File: src/rtl/hififo_rc_if.sv
// Receive-stream and realigned-completion bus between the PCIe core side and the
// completion parser; master drives the receive beats, slave produces rc_* words.
interface hififo_rc_if;
  logic        rx_valid;
  logic        rx_last;
  logic [63:0] rx_data;
  logic        rc_valid;
  logic [7:0]  rc_tag;
  logic [5:0]  rc_index;
  logic [63:0] rc_data;
  logic [15:0] err_count;

  modport master (
    output rx_valid, rx_last, rx_data,
    input  rc_valid, rc_tag, rc_index, rc_data, err_count
  );

  modport slave (
    input  rx_valid, rx_last, rx_data,
    output rc_valid, rc_tag, rc_index, rc_data, err_count
  );
endinterface

File: src/rtl/hififo_rc_parser.sv
// Keeps successful CplD TLPs from the 64-bit receive stream, realigns the
// 3-DW-header payload to 64-bit words and tags each word with tag and index.
//
// state | meaning
// HDR0  | waiting for header beat 0 (fmt/type, length, status, byte count)
// HDR1  | header beat 1: tag and first payload DW
// DATA  | payload beats, one realigned word per beat
// DROP  | discarding beats until rx_last
module hififo_rc_parser #(
  parameter int REQ_BYTES = 512
) (
  input logic        clock,
  input logic        reset,
  hififo_rc_if.slave rc_bus
);

  typedef enum logic [1:0] {HDR0, HDR1, DATA, DROP} state_t;

  localparam logic [12:0] REQ_BC = 13'(REQ_BYTES);

  state_t      state;
  state_t      state_nxt;
  logic        err_inc;
  logic        ld_hdr;
  logic        ld_tag;
  logic        emit;

  logic [6:0]  words_left;
  logic [5:0]  index;
  logic [7:0]  tag;
  logic [31:0] held;

  logic        rc_valid;
  logic [7:0]  rc_tag;
  logic [5:0]  rc_index;
  logic [63:0] rc_data;
  logic [15:0] err_count;

  logic [10:0] len_dw;
  logic [12:0] byte_cnt;
  logic        cpl_class;
  logic        accept;
  logic [5:0]  start_idx;

  // Zero-valued length / byte count fields encode their maximum.
  assign len_dw    = (rc_bus.rx_data[9:0] == 10'd0) ? 11'd1024 : {1'b0, rc_bus.rx_data[9:0]};
  assign byte_cnt  = (rc_bus.rx_data[43:32] == 12'd0) ? 13'd4096 : {1'b0, rc_bus.rx_data[43:32]};
  assign cpl_class = (rc_bus.rx_data[28:27] == 2'b01);
  assign accept    = (rc_bus.rx_data[31:24] == 8'h4A) &&
                     (rc_bus.rx_data[47:45] == 3'd0) &&
                     !len_dw[0] &&
                     (byte_cnt <= REQ_BC) &&
                     ({len_dw, 2'b00} <= byte_cnt);
  // 0x200 - byte_count modulo 512 is just the 9-bit negation.
  assign start_idx = 6'((9'd0 - byte_cnt[8:0]) >> 3);

  always_ff @(posedge clock or posedge reset) begin
    if (reset) begin
      state <= HDR0;
    end else begin
      state <= state_nxt;
    end
  end

  always_comb begin
    state_nxt = state;
    err_inc   = 1'b0;
    ld_hdr    = 1'b0;
    ld_tag    = 1'b0;
    emit      = 1'b0;
    if (rc_bus.rx_valid) begin
      case (state)
        HDR0: begin
          if (rc_bus.rx_last) begin
            err_inc = cpl_class;
          end else if (accept) begin
            ld_hdr    = 1'b1;
            state_nxt = HDR1;
          end else begin
            err_inc   = cpl_class;
            state_nxt = DROP;
          end
        end
        HDR1: begin
          if (rc_bus.rx_last) begin
            err_inc   = 1'b1;
            state_nxt = HDR0;
          end else begin
            ld_tag    = 1'b1;
            state_nxt = DATA;
          end
        end
        DATA: begin
          emit = 1'b1;
          if (words_left == 7'd1) begin
            if (rc_bus.rx_last) begin
              state_nxt = HDR0;
            end else begin
              err_inc   = 1'b1;
              state_nxt = DROP;
            end
          end else if (rc_bus.rx_last) begin
            err_inc   = 1'b1;
            state_nxt = HDR0;
          end
        end
        DROP: begin
          if (rc_bus.rx_last) begin
            state_nxt = HDR0;
          end
        end
        default: state_nxt = HDR0;
      endcase
    end
  end

  always_ff @(posedge clock or posedge reset) begin
    if (reset) begin
      words_left <= '0;
      index      <= '0;
      tag        <= '0;
      held       <= '0;
      rc_valid   <= 1'b0;
      rc_tag     <= '0;
      rc_index   <= '0;
      rc_data    <= '0;
      err_count  <= '0;
    end else begin
      rc_valid <= emit;
      if (ld_hdr) begin
        words_left <= len_dw[7:1];
        index      <= start_idx;
      end
      if (ld_tag) begin
        tag  <= rc_bus.rx_data[15:8];
        held <= rc_bus.rx_data[63:32];
      end
      if (emit) begin
        rc_data    <= {rc_bus.rx_data[31:0], held};
        rc_index   <= index;
        rc_tag     <= tag;
        held       <= rc_bus.rx_data[63:32];
        index      <= index + 6'd1;
        words_left <= words_left - 7'd1;
      end
      if (err_inc && (err_count != 16'hFFFF)) begin
        err_count <= err_count + 16'd1;
      end
    end
  end

  assign rc_bus.rc_valid  = rc_valid;
  assign rc_bus.rc_tag    = rc_tag;
  assign rc_bus.rc_index  = rc_index;
  assign rc_bus.rc_data   = rc_data;
  assign rc_bus.err_count = err_count;

endmodule
File: src/flat_wrapper.sv
// flat-port wrapper written by rule: the top's interface ports become plain ports
module hififo_rc_parser_flat 
#(
  parameter int REQ_BYTES = 512
)
  (clock, reset, rc_bus_rx_valid, rc_bus_rx_last, rc_bus_rx_data, rc_bus_rc_valid, rc_bus_rc_tag, rc_bus_rc_index, rc_bus_rc_data, rc_bus_err_count);
  hififo_rc_if rc_bus_i ();
  input logic clock;
  input logic reset;
  input wire logic [$bits(rc_bus_i.rx_valid)-1:0] rc_bus_rx_valid;
  input wire logic [$bits(rc_bus_i.rx_last)-1:0] rc_bus_rx_last;
  input wire logic [$bits(rc_bus_i.rx_data)-1:0] rc_bus_rx_data;
  output wire logic [$bits(rc_bus_i.rc_valid)-1:0] rc_bus_rc_valid;
  output wire logic [$bits(rc_bus_i.rc_tag)-1:0] rc_bus_rc_tag;
  output wire logic [$bits(rc_bus_i.rc_index)-1:0] rc_bus_rc_index;
  output wire logic [$bits(rc_bus_i.rc_data)-1:0] rc_bus_rc_data;
  output wire logic [$bits(rc_bus_i.err_count)-1:0] rc_bus_err_count;
  assign rc_bus_i.rx_valid = rc_bus_rx_valid;
  assign rc_bus_i.rx_last = rc_bus_rx_last;
  assign rc_bus_i.rx_data = rc_bus_rx_data;
  assign rc_bus_rc_valid = rc_bus_i.rc_valid;
  assign rc_bus_rc_tag = rc_bus_i.rc_tag;
  assign rc_bus_rc_index = rc_bus_i.rc_index;
  assign rc_bus_rc_data = rc_bus_i.rc_data;
  assign rc_bus_err_count = rc_bus_i.err_count;
  hififo_rc_parser #(.REQ_BYTES(REQ_BYTES)) u_core (.clock(clock), .reset(reset), .rc_bus(rc_bus_i));
endmodule
File: config.mk
export PLATFORM = sky130hd
export DESIGN_NAME = hififo_rc_parser_flat
export DESIGN_NICKNAME = d
export VERILOG_FILES = /design/src/rtl/hififo_rc_if.sv /design/src/rtl/hififo_rc_parser.sv /design/src/flat_wrapper.sv
export SDC_FILE = /design/constraint.sdc
export NUM_CORES = 1
export LEC_CHECK = 0
export ABC_CLOCK_PERIOD_IN_PS = 5200
export CAP_MARGIN = 10
export CELL_PAD_IN_SITES_DETAIL_PLACEMENT = 1
export CELL_PAD_IN_SITES_GLOBAL_PLACEMENT = 1
export CORE_MARGIN = 2
export CORE_UTILIZATION = 34
export DETAILED_ROUTE_END_ITERATION = 7
export GPL_ROUTABILITY_DRIVEN = 0
export GPL_TIMING_DRIVEN = 0
export PLACE_DENSITY_LB_ADDON = 0.15
export REMOVE_ABC_BUFFERS = 1
export SYNTH_ARGS = -nofsm -noshare
export SYNTH_HDL_FRONTEND = slang
export SYNTH_SLANG_ARGS = --single-unit
File: constraint.sdc
create_clock -name clock -period 5.2 [get_ports clock]
set_clock_uncertainty 0.05 [all_clocks]
set_input_delay 1.04 -clock clock [delete_from_list [all_inputs] [get_ports clock]]
set_output_delay 1.04 -clock clock [all_outputs]
set_load 0.005 [all_outputs]
# ---- Word level (Yosys, flattened, before mapping)
# Cells that the tools add are included.
dict set report word_totals {
  in_bits 68
  elab_cells 67
  reg_bits 150
  out_inout_bits 95
}
dict set report op_classes {
  muxes 30
  addsub 4
  n_reduce_logical 13
  magnitude_cmp 2
  n_eq_ne 8
}
# op n
set ops {}
lappend ops {{32-bit 2-to-1 mux} 2}
lappend ops {{16-bit by 1-bit adder with 16-bit output (second input constant)} 1}
lappend ops {{16-bit inequality test (second input constant)} 1}
lappend ops {{1-bit 2-to-1 mux} 14}
lappend ops {{7-bit 2-to-1 mux} 2}
lappend ops {{13-bit by 10-bit less-or-equal comparator with 1-bit output (second input constant)} 1}
lappend ops {{13-bit less-or-equal comparator} 1}
lappend ops {{13-bit 2-to-1 mux} 1}
lappend ops {{12-bit zero test} 1}
lappend ops {{2-bit 2-to-1 mux} 6}
lappend ops {{6-bit 2-to-1 mux} 2}
lappend ops {{11-bit 2-to-1 mux} 1}
lappend ops {{10-bit zero test} 1}
lappend ops {{1-bit by 9-bit subtractor with 9-bit output (first input constant)} 1}
lappend ops {{8-bit by 7-bit == test with 1-bit output (second input constant)} 1}
lappend ops {{2-bit one-hot mux with 4 select lines} 1}
lappend ops {{7-bit by 1-bit == test with 1-bit output (second input constant)} 1}
lappend ops {{7-bit by 1-bit subtractor with 7-bit output (second input constant)} 1}
lappend ops {{6-bit by 1-bit adder with 6-bit output (second input constant)} 1}
lappend ops {{1-bit logical AND} 5}
lappend ops {{2-bit by 1-bit == test with 1-bit output (second input constant)} 2}
lappend ops {{2-bit == test (second input constant)} 2}
lappend ops {{2-bit nonzero test} 2}
lappend ops {{3-bit zero test} 1}
lappend ops {{5 further kinds} 5}

# ---- Longest topological paths before layout
# Gate-level depths: netlist of run 1.
dict set report logic_depth {
  depth_word 12
  ltp_mapped 13
  ltp_nobuf 11
}

# ---- Worst setup path after synthesis of run 1
# OpenSTA, ideal clock, no wires.
dict set report synth_path {
  path_type {input to register}
  from {in rc_bus_rx_data[32]}
  to {reg u_core.err_count[4], in the netlist u_core.rc_bus.err_count[4]}
  setup_ps 124
  slack_ps 1330
  t_arrival_ps 3697
  t_required_ps 5026
  path_buffers 2
  path_stages 13
  path_cell_list {or4_1 clkbuf_2 nor2_1 nand4_1 ha_1 and3_1 nand2_1 o211a_1 or3_1 nand2_2 buf_6 nand4_2 xnor2_1}
}
dict set report synth_between {
  elab_chain_len 10
  elab_cells_between_ends 11
  cone_classes {order compare: 2; mux: 5; reduce/logical: 4}
}
# element line
set synth_rtl {}
lappend synth_rtl {{from (decl)} flat_wrapper.sv:12} ;# input wire logic [$bits(rc_bus_i.rx_data)-1:0] rc_bus_rx_data;
lappend synth_rtl {{12-bit zero test} hififo_rc_parser.sv:47} ;# assign byte_cnt = (rc_bus.rx_data[43:32] == 12'd0) ? 13'd4096 : {1'b0, rc_bus.rx_data[43:32]};
lappend synth_rtl {{13-bit 2-to-1 mux (*)} hififo_rc_parser.sv:47}
lappend synth_rtl {{13-bit by 10-bit less-or-equal comparator with 1-bit output} hififo_rc_parser.sv:52} ;# (byte_cnt <= REQ_BC) &&
lappend synth_rtl {{1-bit logical AND} hififo_rc_parser.sv:51} ;# !len_dw[0] &&
lappend synth_rtl {{1-bit logical AND (*)} hififo_rc_parser.sv:52}
lappend synth_rtl {{1-bit 2-to-1 mux (*)} hififo_rc_parser.sv:76} ;# end else if (accept) begin
lappend synth_rtl {{1-bit 2-to-1 mux (*)} hififo_rc_parser.sv:74} ;# if (rc_bus.rx_last) begin
lappend synth_rtl {{1-bit one-hot mux with 3 select lines (*)} hififo_rc_parser.sv:72} ;# case (state)
lappend synth_rtl {{1-bit 2-to-1 mux (*)} hififo_rc_parser.sv:71} ;# if (rc_bus.rx_valid) begin
lappend synth_rtl {{1-bit logical AND (*)} hififo_rc_parser.sv:146} ;# if (err_inc && (err_count != 16'hFFFF)) begin
lappend synth_rtl {{to (signal assigned)} hififo_rc_parser.sv:147} ;# err_count <= err_count + 16'd1;
lappend synth_rtl {{to (decl)} hififo_rc_parser.sv:37} ;# logic [15:0] err_count;
# Every way passes the cells marked *; elsewhere a longest branch is shown, timed or not.
# A chain may end at the register's enable or synchronous reset.

# ---- Final worst setup path of run 1
dict set report layout_path {
  from {in rc_bus_rx_data[32]}
  to {reg u_core.words_left[2]}
}
dict set report layout_between {
  elab_chain_len 10
  elab_cells_between_ends 11
  cone_classes {order compare: 2; mux: 5; reduce/logical: 4}
}
# element line
set layout_rtl {}
lappend layout_rtl {{12-bit zero test} hififo_rc_parser.sv:47}
lappend layout_rtl {{13-bit 2-to-1 mux (*)} hififo_rc_parser.sv:47}
lappend layout_rtl {{13-bit by 10-bit less-or-equal comparator with 1-bit output} hififo_rc_parser.sv:52}
lappend layout_rtl {{1-bit logical AND} hififo_rc_parser.sv:51}
lappend layout_rtl {{1-bit logical AND (*)} hififo_rc_parser.sv:52}
lappend layout_rtl {{1-bit 2-to-1 mux (*)} hififo_rc_parser.sv:76}
lappend layout_rtl {{1-bit 2-to-1 mux (*)} hififo_rc_parser.sv:74}
lappend layout_rtl {{1-bit 2-to-1 mux (*)} hififo_rc_parser.sv:72}
lappend layout_rtl {{1-bit 2-to-1 mux (*)} hififo_rc_parser.sv:71}
lappend layout_rtl {{2-bit nonzero test (no source line) (*)} n/a}
lappend layout_rtl {{to (signal assigned)} hififo_rc_parser.sv:131} ;# words_left <= len_dw[7:1];
lappend layout_rtl {{to (signal assigned)} hififo_rc_parser.sv:144} ;# words_left <= words_left - 7'd1;
lappend layout_rtl {{to (decl)} hififo_rc_parser.sv:28} ;# logic [6:0] words_left;
# Marked as above.

==> results of run 1 <==
logic make-up (layout without fill, tap and decap cells):
family                   count (synthesis)  in the layout
AND/OR/NAND/NOR                        338            338
flip-flops                             150            150
buffers and inverters                   54            213
XOR/XNOR                                19             19
AO/OA/AOI/OAI                           60             60
multiplexers                            34             34
adder cells (fa/ha/maj)                 15             15
Yosys cell counts (7+ instances only):
library cell / count
a21oi_1: 13
and3_1: 7
clkbuf_1: 34
dfrtp_1: 150
ha_1: 15
inv_1: 14
mux2_2: 32
nand2_1: 260
nand3_1: 15
nor2_1: 13
o21ai_0: 22
xnor2_1: 17
worst paths after layout:
path	startpoint	endpoint	slack, ns	cells after the start
setup / recovery	rc_bus_rx_data[32]	u_core.words_left[2]$_DFFE_PP0P_	0.42	12
hold / removal	u_core.held[15]$_DFFE_PP0P_	u_core.rc_bus.rc_data[15]$_DFFE_PP0P_	0.41	2
setup reg to reg	u_core.state[1]$_DFFE_PP0P_	u_core.held[21]$_DFFE_PP0P_	1.75	8
hold reg to reg	u_core.held[15]$_DFFE_PP0P_	u_core.rc_bus.rc_data[15]$_DFFE_PP0P_	0.41	2
max in group asynchronous	reset	u_core.rc_bus.rc_data[56]$_DFFE_PP0P_	3.21	3
min in group asynchronous	reset	u_core.rc_bus.rc_index[3]$_DFFE_PP0P_	1.01	2
cells in the final DEF (no fill, tap or decap), types with 12 or more instances in the layout:
cell	count
nand3_1	15
nor2_1	12
mux2_2	32
dfrtp_1	150
inv_1	13
xnor2_1	17
clkdlybuf4s50_1	162
nand2_1	259
ha_1	15
o21ai_0	22
a21oi_1	13
clkbuf_16	17
registers in the layout, summed over array words and instances (netlist names), 2 cells and up:
signal,count
u_core.rc_bus.rc_data,64
u_core.held,32
u_core.rc_bus.err_count,16
u_core.rc_bus.rc_tag,8
u_core.tag,8
u_core.words_left,7
u_core.index,6
u_core.rc_bus.rc_index,6
u_core.state,2
tightest hold or removal path: stages, from the launching register on:
cell and delay (ns):
dfrtp_1 0.34, nand2_1 0.05, nand2_1 0.05
per-stage QoR:
step                      std cells  hold WS [ns]
final                          1063         0.414
after global routing           1063         0.433
after CTS                      1063         0.414
after floorplan                 631         0.383
after detailed placement       1031         0.400
after global placement         1027         0.389
power groups by stage:
stage	sequential, mW	combinational [mW]	clock (mW)
3_5_place_dp	1.92	1.41	0
2_1_floorplan	1.90	0.552	0
6_report	1.90	1.38	1.21
5_1_grt	1.97	1.54	1.30
4_1_cts	1.91	1.42	1.25
3_3_place_gp	1.89	1.35	0
metal layers:
metal	vias up	global-route usage (%)	wire, um
li1	2490	-	-
met2	118	31.3	8830
met1	2586	23.3	8050
met3	15	3.49	657
met5	-	0	0
met4	0	6.10	218
area by class of cell:
class                           count  area, um2
Tap cell                          234        293
Fill cell                        2078       9770
Clock inverter                     11        124
Inverter                           15       62.6
Timing Repair Buffer              166       1720
Multi-Input combinational cell    466       2590
Sequential cell                   150       3750
Clock buffer                       21        450
==> impl_metrics.json, run 1 <==
{
  "status": "finished, final reports clean",
  "finalWirelength_um": 17800,
  "synth_top_area_share_pct": 57.4,
  "yosysWarnings": 0,
  "layout-drive-gt1-share_pct": 9.17,
  "syn_inst": 670,
  "die_w_um": 143,
  "crit_required_ns": 5.45,
  "die-area_um2": 20400,
  "antenna_found_initial": 0,
  "seqPwrFrac_pct": 42.2,
  "worstPathArrival_ns": 5.03,
  "p_total_mw": 4.49,
  "synthMuxAreaShare_pct": 5.81,
  "power.leakage_nw": 4.17,
  "combPwrFrac_pct": 30.8,
  "power.switching_mw": 1.34,
  "synth_edf_count": 0,
  "crit_buf_inv": 1,
  "drt_iter0_drc": 221,
  "crit_path_end_kind": "flip-flop",
  "critPathKind": "primary input to flip-flop",
  "cts_resized": 0,
  "irDropWorstVdd_mv": 0.225,
  "yosys.area_share.simple_pct": 22.0,
  "viasPerCell": 4.90,
  "clk_pin_slew_ns": 0.06,
  "die_h_um": 143,
  "hold_buffers": 0,
  "critPathLaunchType": "primary input",
  "p_sw_share_pct": 29.8,
  "synthToLayoutAreaGrowth_pct": 37.6,
  "synthFlopType": "dfrtp_1",
  "synth_fa_ha_area_share_pct": 2.87,
  "synth-compound-area-share_pct": 6.16,
  "synth-xor-area-share_pct": 2.54,
  "cts_sinks": 150,
  "cts_root_buf": "clkbuf_16",
  "hold_violations": 0,
  "yosys.area.top_type": "dfrtp_1",
  "clk_path_buf_depth": 2,
  "finalInstanceArea_um2": 9000,
  "ant_nets": 0,
  "post-route-util_pct": 48.0,
  "p_int_mw": 3.15,
  "drtPass1Iterations": 6,
  "rsz0062_at_grt": "false",
  "rows": 50,
  "grt_pass1_wl_um": 29300,
  "worst_slack_ns": 0.421,
  "cp_slowest_cell": "or4_1",
  "slew_headroom_pct": 38.6,
  "max_freq_ghz": 0.209,
  "num_antenna_cells": 0,
  "worst_slew_pin_slew_ns": 0.917,
  "synth_area_um2": 6540,
  "initial_core_util_pct": 34.9,
  "place_hpwl_um": 12400,
  "synthTopCellsByArea": "dfrtp_1, nand2_1, mux2_2",
  "layout_min_cycle_time_ns": 4.78,
  "io_buffer_count": 162,
  "holdCritPathClass": "flip-flop to flip-flop",
  "cts_buffers": 17,
  "core_area_um2": 18800,
  "synth-seq-cells": 150,
  "routed-via-count": 5209,
  "cts_max_level": 4,
  "maxCapViolations": 0,
  "ys_types": 52,
  "grt_usage_pct": 18.3,
  "period_share_pct": 91.9,
  "grt_pass1_vias": 5688,
  "avgRoutedWirePerCell_um": 16.7,
  "postPlaceCellArea_um2": 8430,
  "cts_setup_buffers": 0,
  "power_frac_clock_pct": 27.0,
  "fin_tns_setup_ns": 0,
  "syn_area_per_cell_um2": 9.77,
  "finalSetupViolCount": 0,
  "ys_async_sr_fraction_pct": 100,
  "final_max_slew_viol_count": 0,
  "crit_fanout": 24,
  "nets": 899,
  "dp_slack_ns": -0.0166,
  "seq_area_frac_synth_pct": 57.4,
  "gr-total-overflow": 0,
  "path_cells": "clkdlybuf4s50_1 > or4_1 > nor2_1 > nand4_1 > ha_1 > and3_1 > nand2_1 > nor4_1 > o211a_4 > or2_2 > o21ai_1 > a221o_1",
  "crit_family": "simple AND/OR/NAND/NOR gates",
  "grt_max_degree": 97,
  "num_io_pins": 163,
  "cts_tree": "done",
  "synth_top_family_by_area": "simple AND/OR/NAND/NOR gates",
  "clk_latency_ns": 0.41,
  "drc": 0,
  "p_per_area_nw_per_um2": 499,
  "critPathMaxStageDelay_ns": 0.72
}
(Power assumes the default switching activity.)
==> run 2: changes to the inputs <==
ABC_CLOCK_PERIOD_IN_PS = 6060   (was 5200)
CORE_UTILIZATION = 40   (was 34)
TNS_END_PERCENT = 10   (was default)
clock period = 6.06 ns   (was 5.2 ns; I/O delays follow)
==> impl_metrics.json, run 2 (synthesis results as in run 1) <==
{
  "rsz0062_at_grt": "false",
  "layout_min_cycle_time_ns": 4.93,
  "met3_length_um": 721,
  "status": "finished, final reports clean",
  "post-route-util_pct": 56.6,
  "cts_resized": 0,
  "clk_latency_ns": 0.42,
  "grt_pass1_vias": 5694,
  "cts_tree": "done",
  "largest_register_ff_count": 64,
  "worst_slew_pin_slew_ns": 0.828,
  "finalInstanceArea_um2": 9020,
  "die-area_um2": 17400,
  "clk_pin_slew_ns": 0.06,
  "wl_met1_um": 7780,
  "holdCritStartpoint": "u_core.held[21]$_DFFE_PP0P_",
  "hold_buffers": 0,
  "finalWirelength_um": 17700,
  "worstPathArrival_ns": 5.19,
  "r2r_start": "u_core.state[1]$_DFFE_PP0P_",
  "num_io_pins": 163,
  "max_freq_ghz": 0.203,
  "rows": 46,
  "gr-total-overflow": 0,
  "viasPerCell": 5.04,
  "period_share_pct": 81.4,
  "clk_path_buf_depth": 2,
  "core_area_um2": 15900,
  "place_hpwl_um": 12300,
  "cts_sinks": 150,
  "holdCritPathClass": "flip-flop to flip-flop",
  "hold_violations": 0,
  "layout_common_cells": "nand2_1, clkdlybuf4s50_1, dfrtp_1, mux2_2, o21ai_0",
  "drtPass1Iterations": 4,
  "mostFrequentLayoutCell": "nand2_1",
  "final_max_slew_viol_count": 0,
  "avgRoutedWirePerCell_um": 16.9,
  "drt_iter0_drc": 159,
  "cts_setup_buffers": 0,
  "grt_usage_pct": 21.3,
  "num_antenna_cells": 0,
  "io_buffer_count": 162,
  "top_register": "u_core.rc_bus.rc_data",
  "grt_max_degree": 94,
  "power.leakage_nw": 4.19,
  "maxCapViolations": 0,
  "nets": 899,
  "critPathKind": "primary input to flip-flop",
  "drc": 0,
  "routed-via-count": 5262,
  "fin_tns_setup_ns": 0,
  "p_per_area_nw_per_um2": 435,
  "cts_buffers": 17,
  "synthToLayoutAreaGrowth_pct": 37.9,
  "finalSetupViolCount": 0,
  "crit_fanout": 24,
  "die_h_um": 132,
  "initial_core_util_pct": 41.0,
  "whs_ns": 0.414,
  "cts_max_level": 4,
  "ant_nets": 0,
  "cts_root_buf": "clkbuf_16",
  "layout-drive-gt1-share_pct": 9.41,
  "critPathLaunch": "rc_bus_rx_data[32]",
  "postPlaceCellArea_um2": 8400,
  "grt_pass1_wl_um": 29600,
  "critPathLaunchType": "primary input",
  "wl_met2_um": 8860,
  "crit_path_end_kind": "flip-flop",
  "largestRegisters": "u_core.rc_bus.rc_data: 64 flops, u_core.held: 32 flops, u_core.rc_bus.err_count: 16 flops",
  "antenna_found_initial": 0,
  "maxUsedRoutingLayer": "met4",
  "irDropWorstVdd_mv": 0.245,
  "crit_required_ns": 6.32,
  "die_w_um": 132,
  "slew_headroom_pct": 44.6
}
==> run 2: final timing paths <==
path	to	slack [ns]	cells after the start
max	u_core.words_left[2]$_DFFE_PP0P_	1.13	12
min in group asynchronous	u_core.tag[5]$_DFFE_PP0P_	1.18	2
max in group asynchronous	u_core.rc_bus.rc_data[15]$_DFFE_PP0P_	3.93	3
max reg2reg	u_core.held[12]$_DFFE_PP0P_	2.57	8
min	u_core.rc_bus.rc_data[21]$_DFFE_PP0P_	0.41	2
min reg2reg	u_core.rc_bus.rc_data[21]$_DFFE_PP0P_	0.41	2
==> run 2: cell type report <==
class,instances,area [um2]
Clock buffer,21,470
Timing Repair Buffer,166,1720
Fill cell,1795,6920
Sequential cell,150,3750
Tap cell,216,270
Multi-Input combinational cell,466,2590
Clock inverter,11,148
Inverter,15,62.6
==> run 2: through the flow <==
stage	cells	total power [mW]	worst slack, ns
floorplan	631	2.10	-1.07
global placement	1009	2.77	-5.46
detailed placement	1013	2.85	0.708
CTS	1045	3.99	1.15
global route	1045	4.18	0.994
finish	1045	3.92	1.13
==> run 2: worst max-delay path, cell delays in order <==
cell and delay, ns:
clkdlybuf4s50_1 0.46, or4_1 0.70, nor2_1 0.38, nand4_1 0.17, ha_1 0.32, and3_1 0.19
nand2_1 0.09, nor4_1 0.67, o211a_4 0.42, or2_2 0.21, o21ai_1 0.07, a221o_1 0.28
==> run 2: power breakdown <==
part           switching [mW]  internal, mW  total (mW)
Combinational           0.493         0.696        1.19
Clock                   0.412         0.681        1.09
Sequential              0.250          1.39        1.64
Total                    1.16          2.77        3.92
==> run 2: metal layers <==
layer  vias to the layer above  track usage (%)
li1                       2494                -
met1                      2620             27.1
met2                       124             36.2
met3                        24             4.88
met4                         0             6.52
met5                         -                0
==> run 3: changes to the inputs <==
ABC_CLOCK_PERIOD_IN_PS = 4500   (was 6060)
CORE_UTILIZATION = 34   (was 40)
clock period = 4.5 ns   (was 6.06 ns; I/O delays follow)
==> impl_metrics.json, run 3 (synthesis results as in run 1) <==
{
  "grt_pass1_vias": 5688,
  "timing.rr.end": "u_core.held[21]$_DFFE_PP0P_",
  "initial_core_util_pct": 34.9,
  "crit_path_end_kind": "flip-flop",
  "io_buffer_count": 162,
  "rsz0062_at_grt": "false",
  "crit_required_ns": 4.76,
  "ant_nets": 0,
  "nets": 899,
  "rows": 50,
  "core_area_um2": 18800,
  "clk_pin_slew_ns": 0.06,
  "period_share_pct": 95.3,
  "busiest_layer": "met2",
  "power.switching_mw": 1.55,
  "irDropWorstVdd_mv": 0.264,
  "seqPwrFrac_pct": 42.2,
  "die-area_um2": 20400,
  "maxCapViolations": 0,
  "fin_tns_setup_ns": 0,
  "worst-r2r-setup-slack_ns": 1.05,
  "num_antenna_cells": 0,
  "holdCritStartpoint": "u_core.held[15]$_DFFE_PP0P_",
  "routed-via-count": 5200,
  "grt_max_degree": 97,
  "p_int_mw": 3.64,
  "place_hpwl_um": 12400,
  "power.leakage_nw": 4.18,
  "postPlaceCellArea_um2": 8430,
  "slew_headroom_pct": 38.5,
  "antenna_found_initial": 0,
  "finalWirelength_um": 17800,
  "crit_fanout": 15,
  "viasPerCell": 4.89,
  "cts_root_buf": "clkbuf_16",
  "r2r_cells": 8,
  "grt_util_met3_pct": 3.52,
  "finalInstanceArea_um2": 9020,
  "grtUsageMet1_pct": 23.3,
  "drc": 0,
  "r2r_start": "u_core.state[1]$_DFFE_PP0P_",
  "met2_usage_pct": 31.3,
  "critPathKind": "primary input to flip-flop",
  "gr-total-overflow": 0,
  "hold_violations": 0,
  "cts_max_level": 4,
  "cts_sinks": 150,
  "grt_pass1_wl_um": 29300,
  "combPwrFrac_pct": 30.8,
  "layout_min_cycle_time_ns": 4.29,
  "p_sw_share_pct": 29.9,
  "cts_buffers": 17,
  "worst_slew_pin_slew_ns": 0.918,
  "status": "finished, final reports clean",
  "p_total_mw": 5.19,
  "hold_buffers": 0,
  "whs_path_depth": 2,
  "largest_register_ff_count": 64,
  "holdCritPathClass": "flip-flop to flip-flop",
  "synthToLayoutAreaGrowth_pct": 37.8,
  "final_max_slew_viol_count": 0,
  "layout-drive-gt1-share_pct": 9.41,
  "finalSetupViolCount": 0,
  "clk_latency_ns": 0.42,
  "post-route-util_pct": 48.1,
  "worstPathArrival_ns": 4.55,
  "largestRegisters": "u_core.rc_bus.rc_data: 64 flops, u_core.held: 32 flops, u_core.rc_bus.err_count: 16 flops",
  "grt_usage_pct": 18.3,
  "clk_path_buf_depth": 2,
  "max_freq_ghz": 0.233,
  "num_io_pins": 163,
  "drt_iter0_drc": 203,
  "die_h_um": 143,
  "avgRoutedWirePerCell_um": 16.7,
  "p_per_area_nw_per_um2": 576,
  "top_register": "u_core.rc_bus.rc_data",
  "mostFrequentLayoutCell": "nand2_1",
  "power_frac_clock_pct": 27.0,
  "cts_tree": "done",
  "fill_cells": 2079,
  "layout_common_cells": "nand2_1, clkdlybuf4s50_1, dfrtp_1, mux2_2, o21ai_0",
  "drtPass1Iterations": 7,
  "cts_setup_buffers": 0,
  "min_to": "u_core.rc_bus.rc_data[15]$_DFFE_PP0P_",
  "critPathLaunchType": "primary input",
  "die_w_um": 143
}
## run 3: changes by cell type in the layout (fill, tap and decap cells not counted), sizes merged
cell	previous run	this run
bufinv	3	2
clkinv	4	5
clkinvlp	4	3
inv	15	16
## run 3: power by group through the flow
stage	clock network [mW]	logic, mW	registers [mW]
5_1_grt	1.50	1.78	2.28
6_report	1.40	1.60	2.19
3_5_place_dp	0	1.62	2.22
4_1_cts	1.44	1.64	2.20
2_1_floorplan	0	0.637	2.19
3_3_place_gp	0	1.56	2.19
## run 3: per-stage QoR
step | setup WS, ns | cells | hold slack, ns
2_1_floorplan | -2.32 | 631 | 0.383
3_3_place_gp | -7.05 | 1027 | 0.389
3_5_place_dp | -0.577 | 1031 | 0.400
4_1_cts | 0.0599 | 1063 | 0.414
5_1_grt | 0.0363 | 1063 | 0.433
6_report | 0.209 | 1063 | 0.414
## run 3: area by class of cell
cell class / instances / area (um2) / area share (%)
repair buffers: 166 / 1720 / 19.1
inverters: 15 / 62.6 / 0.694
clock inverters: 11 / 124 / 1.37
well taps: 234 / 293 / 3.25
flip-flops and latches: 150 / 3750 / 41.6
multi-input cells: 466 / 2610 / 29.0
clock buffers: 21 / 450 / 4.99
## run 3: repair_timing
action	4_1_cts	5_1_grt
endpoints found under the hold margin	0	0
endpoints found under the setup margin	2	4
gates resized for setup	1	2
## run 3: routing by layer
metal / wire length, um / part of all wire, %
met4: 281 / 1.6
met1: 8040 / 45
met2: 8780 / 49
met3: 683 / 3.8
met5: 0 / 0
## run 3: how the worst max path moves through the flow
stage | from | cells past startpoint | to | slack, ns
detailed placement | rc_bus_rx_data[33] | 12 | u_core.words_left[2]$_DFFE_PP0P_ | -0.58
floorplan | rc_bus_rx_valid | 4 | u_core.held[0]$_DFFE_PP0P_ | -2.32
CTS | rc_bus_rx_data[32] | 12 | u_core.words_left[2]$_DFFE_PP0P_ | 0.06
global placement | rc_bus_rx_valid | 5 | u_core.held[26]$_DFFE_PP0P_ | -7.05
finish | rc_bus_rx_data[33] | 11 | u_core.rc_bus.err_count[1]$_DFFE_PP0P_ | 0.21
global route | rc_bus_rx_data[32] | 12 | u_core.words_left[2]$_DFFE_PP0P_ | 0.04
## run 3: worst max-delay path, cell delays in order
cell and delay (ns):
clkdlybuf4s50_1 0.53, or4_1 0.74, nor2_2 0.32, nand4_1 0.14
ha_1 0.30, and3_1 0.18, nand2_1 0.12, o211a_1 0.27
or3_1 0.39, nand2_2 0.28, mux2_2 0.37
==> variant, RTL diff (settings of run 3) <==
Make the reset (`reset`) synchronous in 2 clocked blocks.
--- a/src/rtl/hififo_rc_parser.sv
+++ b/src/rtl/hififo_rc_parser.sv
@@ -54,7 +54,7 @@
   // 0x200 - byte_count modulo 512 is just the 9-bit negation.
   assign start_idx = 6'((9'd0 - byte_cnt[8:0]) >> 3);
 
-  always_ff @(posedge clock or posedge reset) begin
+  always_ff @(posedge clock) begin
     if (reset) begin
       state <= HDR0;
     end else begin
@@ -114,7 +114,7 @@
     end
   end
 
-  always_ff @(posedge clock or posedge reset) begin
+  always_ff @(posedge clock) begin
     if (reset) begin
       words_left <= '0;
       index      <= '0;
Check against the original RTL: differs if reset is asserted again (counterexample within 4 cycles, from zero or initial values and one cycle with reset high); with reset held inactive, the same outputs for 4 cycles.
==> variant against run 3 <==
  * Area after synthesis decreased by 2.2%
  * Register-to-register slack better by 0.87 ns
  * Sequential share of layout area is 7.5 points lower
  * Final cell count grew 12%
  * Global-route usage increased by 0.71 points
  * Routed wire length up 7.4%
  * Final area shrank 2.4%
  * Critical path depth grew 1
  * Sequential cell count did not move
  * Setup slack better by 0.021 ns
  * Critical endpoint is now u_core.index[0]
Power is not compared: it rests on default switching activity, and its combinational part moved more than twofold at a synthesized area within 25%.
==> variant: results <==
clocking:
  cts.clk_slew.worst_paths_ns: 0.07
  cts-root-buf: "clkbuf_16"
  htreeDepth: 4
  clkLatencyLatePin_ns: 0.42
  cts_made_buffers: 17
  clockBufferDepth: 2
yosys:
  ys_seq_area_share_pct: 46.9
  async_reset_ff_share_pct: 0
  avgSynthCellArea_sq_um: 7.86
  yosysWarnings: 0
  ys_top_cells_by_count: "262 x nand2_1, 150 x dfxtp_1, 143 x a21oi_1, 54 x clkbuf_1, 19 x nand3_1"
  synth_ff_type: "dfxtp_1"
  synth_cell_types: 57
  yosys-top-cells-area: "dfxtp_1 47%, nand2_1 15%, a21oi_1 11%"
global_route:
  gr-usage-all-layers_pct: 19.0
  grt_max_degree: 77
  antenna_found_initial: 0
  grt_pass1_vias: 5946
  grt_pass1_wl_um: 30500
worst_setup_path:
  cp_max_fo: 7
  slowest_delay_ns: 0.62
  r2r_cells: 7
  cp.arrival_ns: 4.52
  cp_top_family: "simple AND/OR/NAND/NOR gates"
  cpMaxStageDelayCell: "or4_4"
finish:
  drive_above_1_share_pct: 6.41
  n_antenna_cell: 0
  nNetsFinal: 1022
  reg.largest.list: "u_core.rc_bus.rc_data (64), u_core.held (32), u_core.rc_bus.err_count (16)"
routing:
  vias_per_cell: 5.06
  detail_route.iter0.violations: 234
  drtPass1Iterations: 6
  wl_per_cell_um: 16.1
  wl_um: 19100
placed_design:
  port_buffers: 162
  place_area_sq_um: 8150
  dp_cells: 1151
  place.detailed.hpwl_um: 12500
min_path:
  hp-class: "reg -> reg"
  hold_depth: 2
power:
  leakagePower_uw: 0.00297
  pwr-share-seq_pct: 44.3
  vdd_drop_max_uv: 264
  p_int_uw: 2350
sta:
  slew_headroom_pct: 46.0
run_status:
  status: "finished clean"
## variant: cell types whose count changed in the layout (fill, tap and decap cells not counted), sizes merged, moves of 13 or more
cell,before,now
dfrtp,150,0
mux2,32,2
a21oi,13,143
xnor2,17,3
dfxtp,0,150
o21ai,23,10
## variant: routing by layer
| layer | global-route usage (%) | part of all wire, % |
|---|---|---|
| met1 | 24.2 | 47 |
| met2 | 31.6 | 47 |
| met3 | 5.37 | 4.8 |
| met4 | 5.11 | 1.1 |
| met5 | 0 | 0 |
## variant: cell type report
class	instances	area, sq um
repair buffers	167	1720
flip-flops and latches	150	3000
clock buffers	20	457
multi-input cells	590	3140
well taps	234	293
clock inverters	12	141
inverters	13	48.8
fillers	2222	9780
## variant: path summary, 6_finish.rpt
check / startpoint / end / slack, ns
max reg2reg: u_core.words_left[0] / u_core.rc_bus.err_count[5] / 1.92
min: u_core.held[25] / u_core.rc_bus.rc_data[25] / 0.40
max: rc_bus_rx_data[33] / u_core.index[0] / 0.23
min reg2reg: u_core.held[25] / u_core.rc_bus.rc_data[25] / 0.40
## variant: cells by family after synthesis
family | count (synthesis) | share of synthesized area, %
and+or+nand+nor | 377 | 27.1
AOI/OAI and AO/OA | 189 | 16.8
DFF | 150 | 46.9
buffers and inverters | 76 | 4.99
adders and majority gates | 15 | 2.93
muxes | 4 | 0.782
xor gates and xnor gates | 3 | 0.411
## variant: worst reg2reg max path: stages (launching register included)
cell      delay [ns]
dfxtp_1         0.38
ha_1            0.15
nor3b_1         0.41
nand3_1         0.12
and3b_1         0.28
nand2b_1        0.41
or4_1           0.57
a21oi_1         0.15
## variant: power by group through the flow
| stage | registers (uW) | clock network (uW) | logic (uW) |
|---|---|---|---|
| floorplan | 1410 | 0 | 116 |
| global placement | 1410 | 0 | 282 |
| detailed placement | 1410 | 0 | 289 |
| CTS | 1380 | 1490 | 291 |
| global route | 1390 | 1550 | 321 |
| finish | 1380 | 1450 | 289 |
## variant: what timing repair did
action                                 in CTS  in global routing
endpoints found under the hold margin       0                  0
buffers inserted                            0                  1
pin swaps                                   1                  3
setup endpoints to repair                  16                 20
gates cloned                                0                  2
resized for setup                           2                  5
## variant: metrics by stage
step	power, uW	setup slack [ns]	TNS [ns]
detailed placement	1700	-0.621	-12.84
global route	3260	0.00836	0
CTS	3160	0.0699	0
floorplan	1520	0.289	0
global placement	1690	-3.06	-264.36
finish	3120	0.230	0
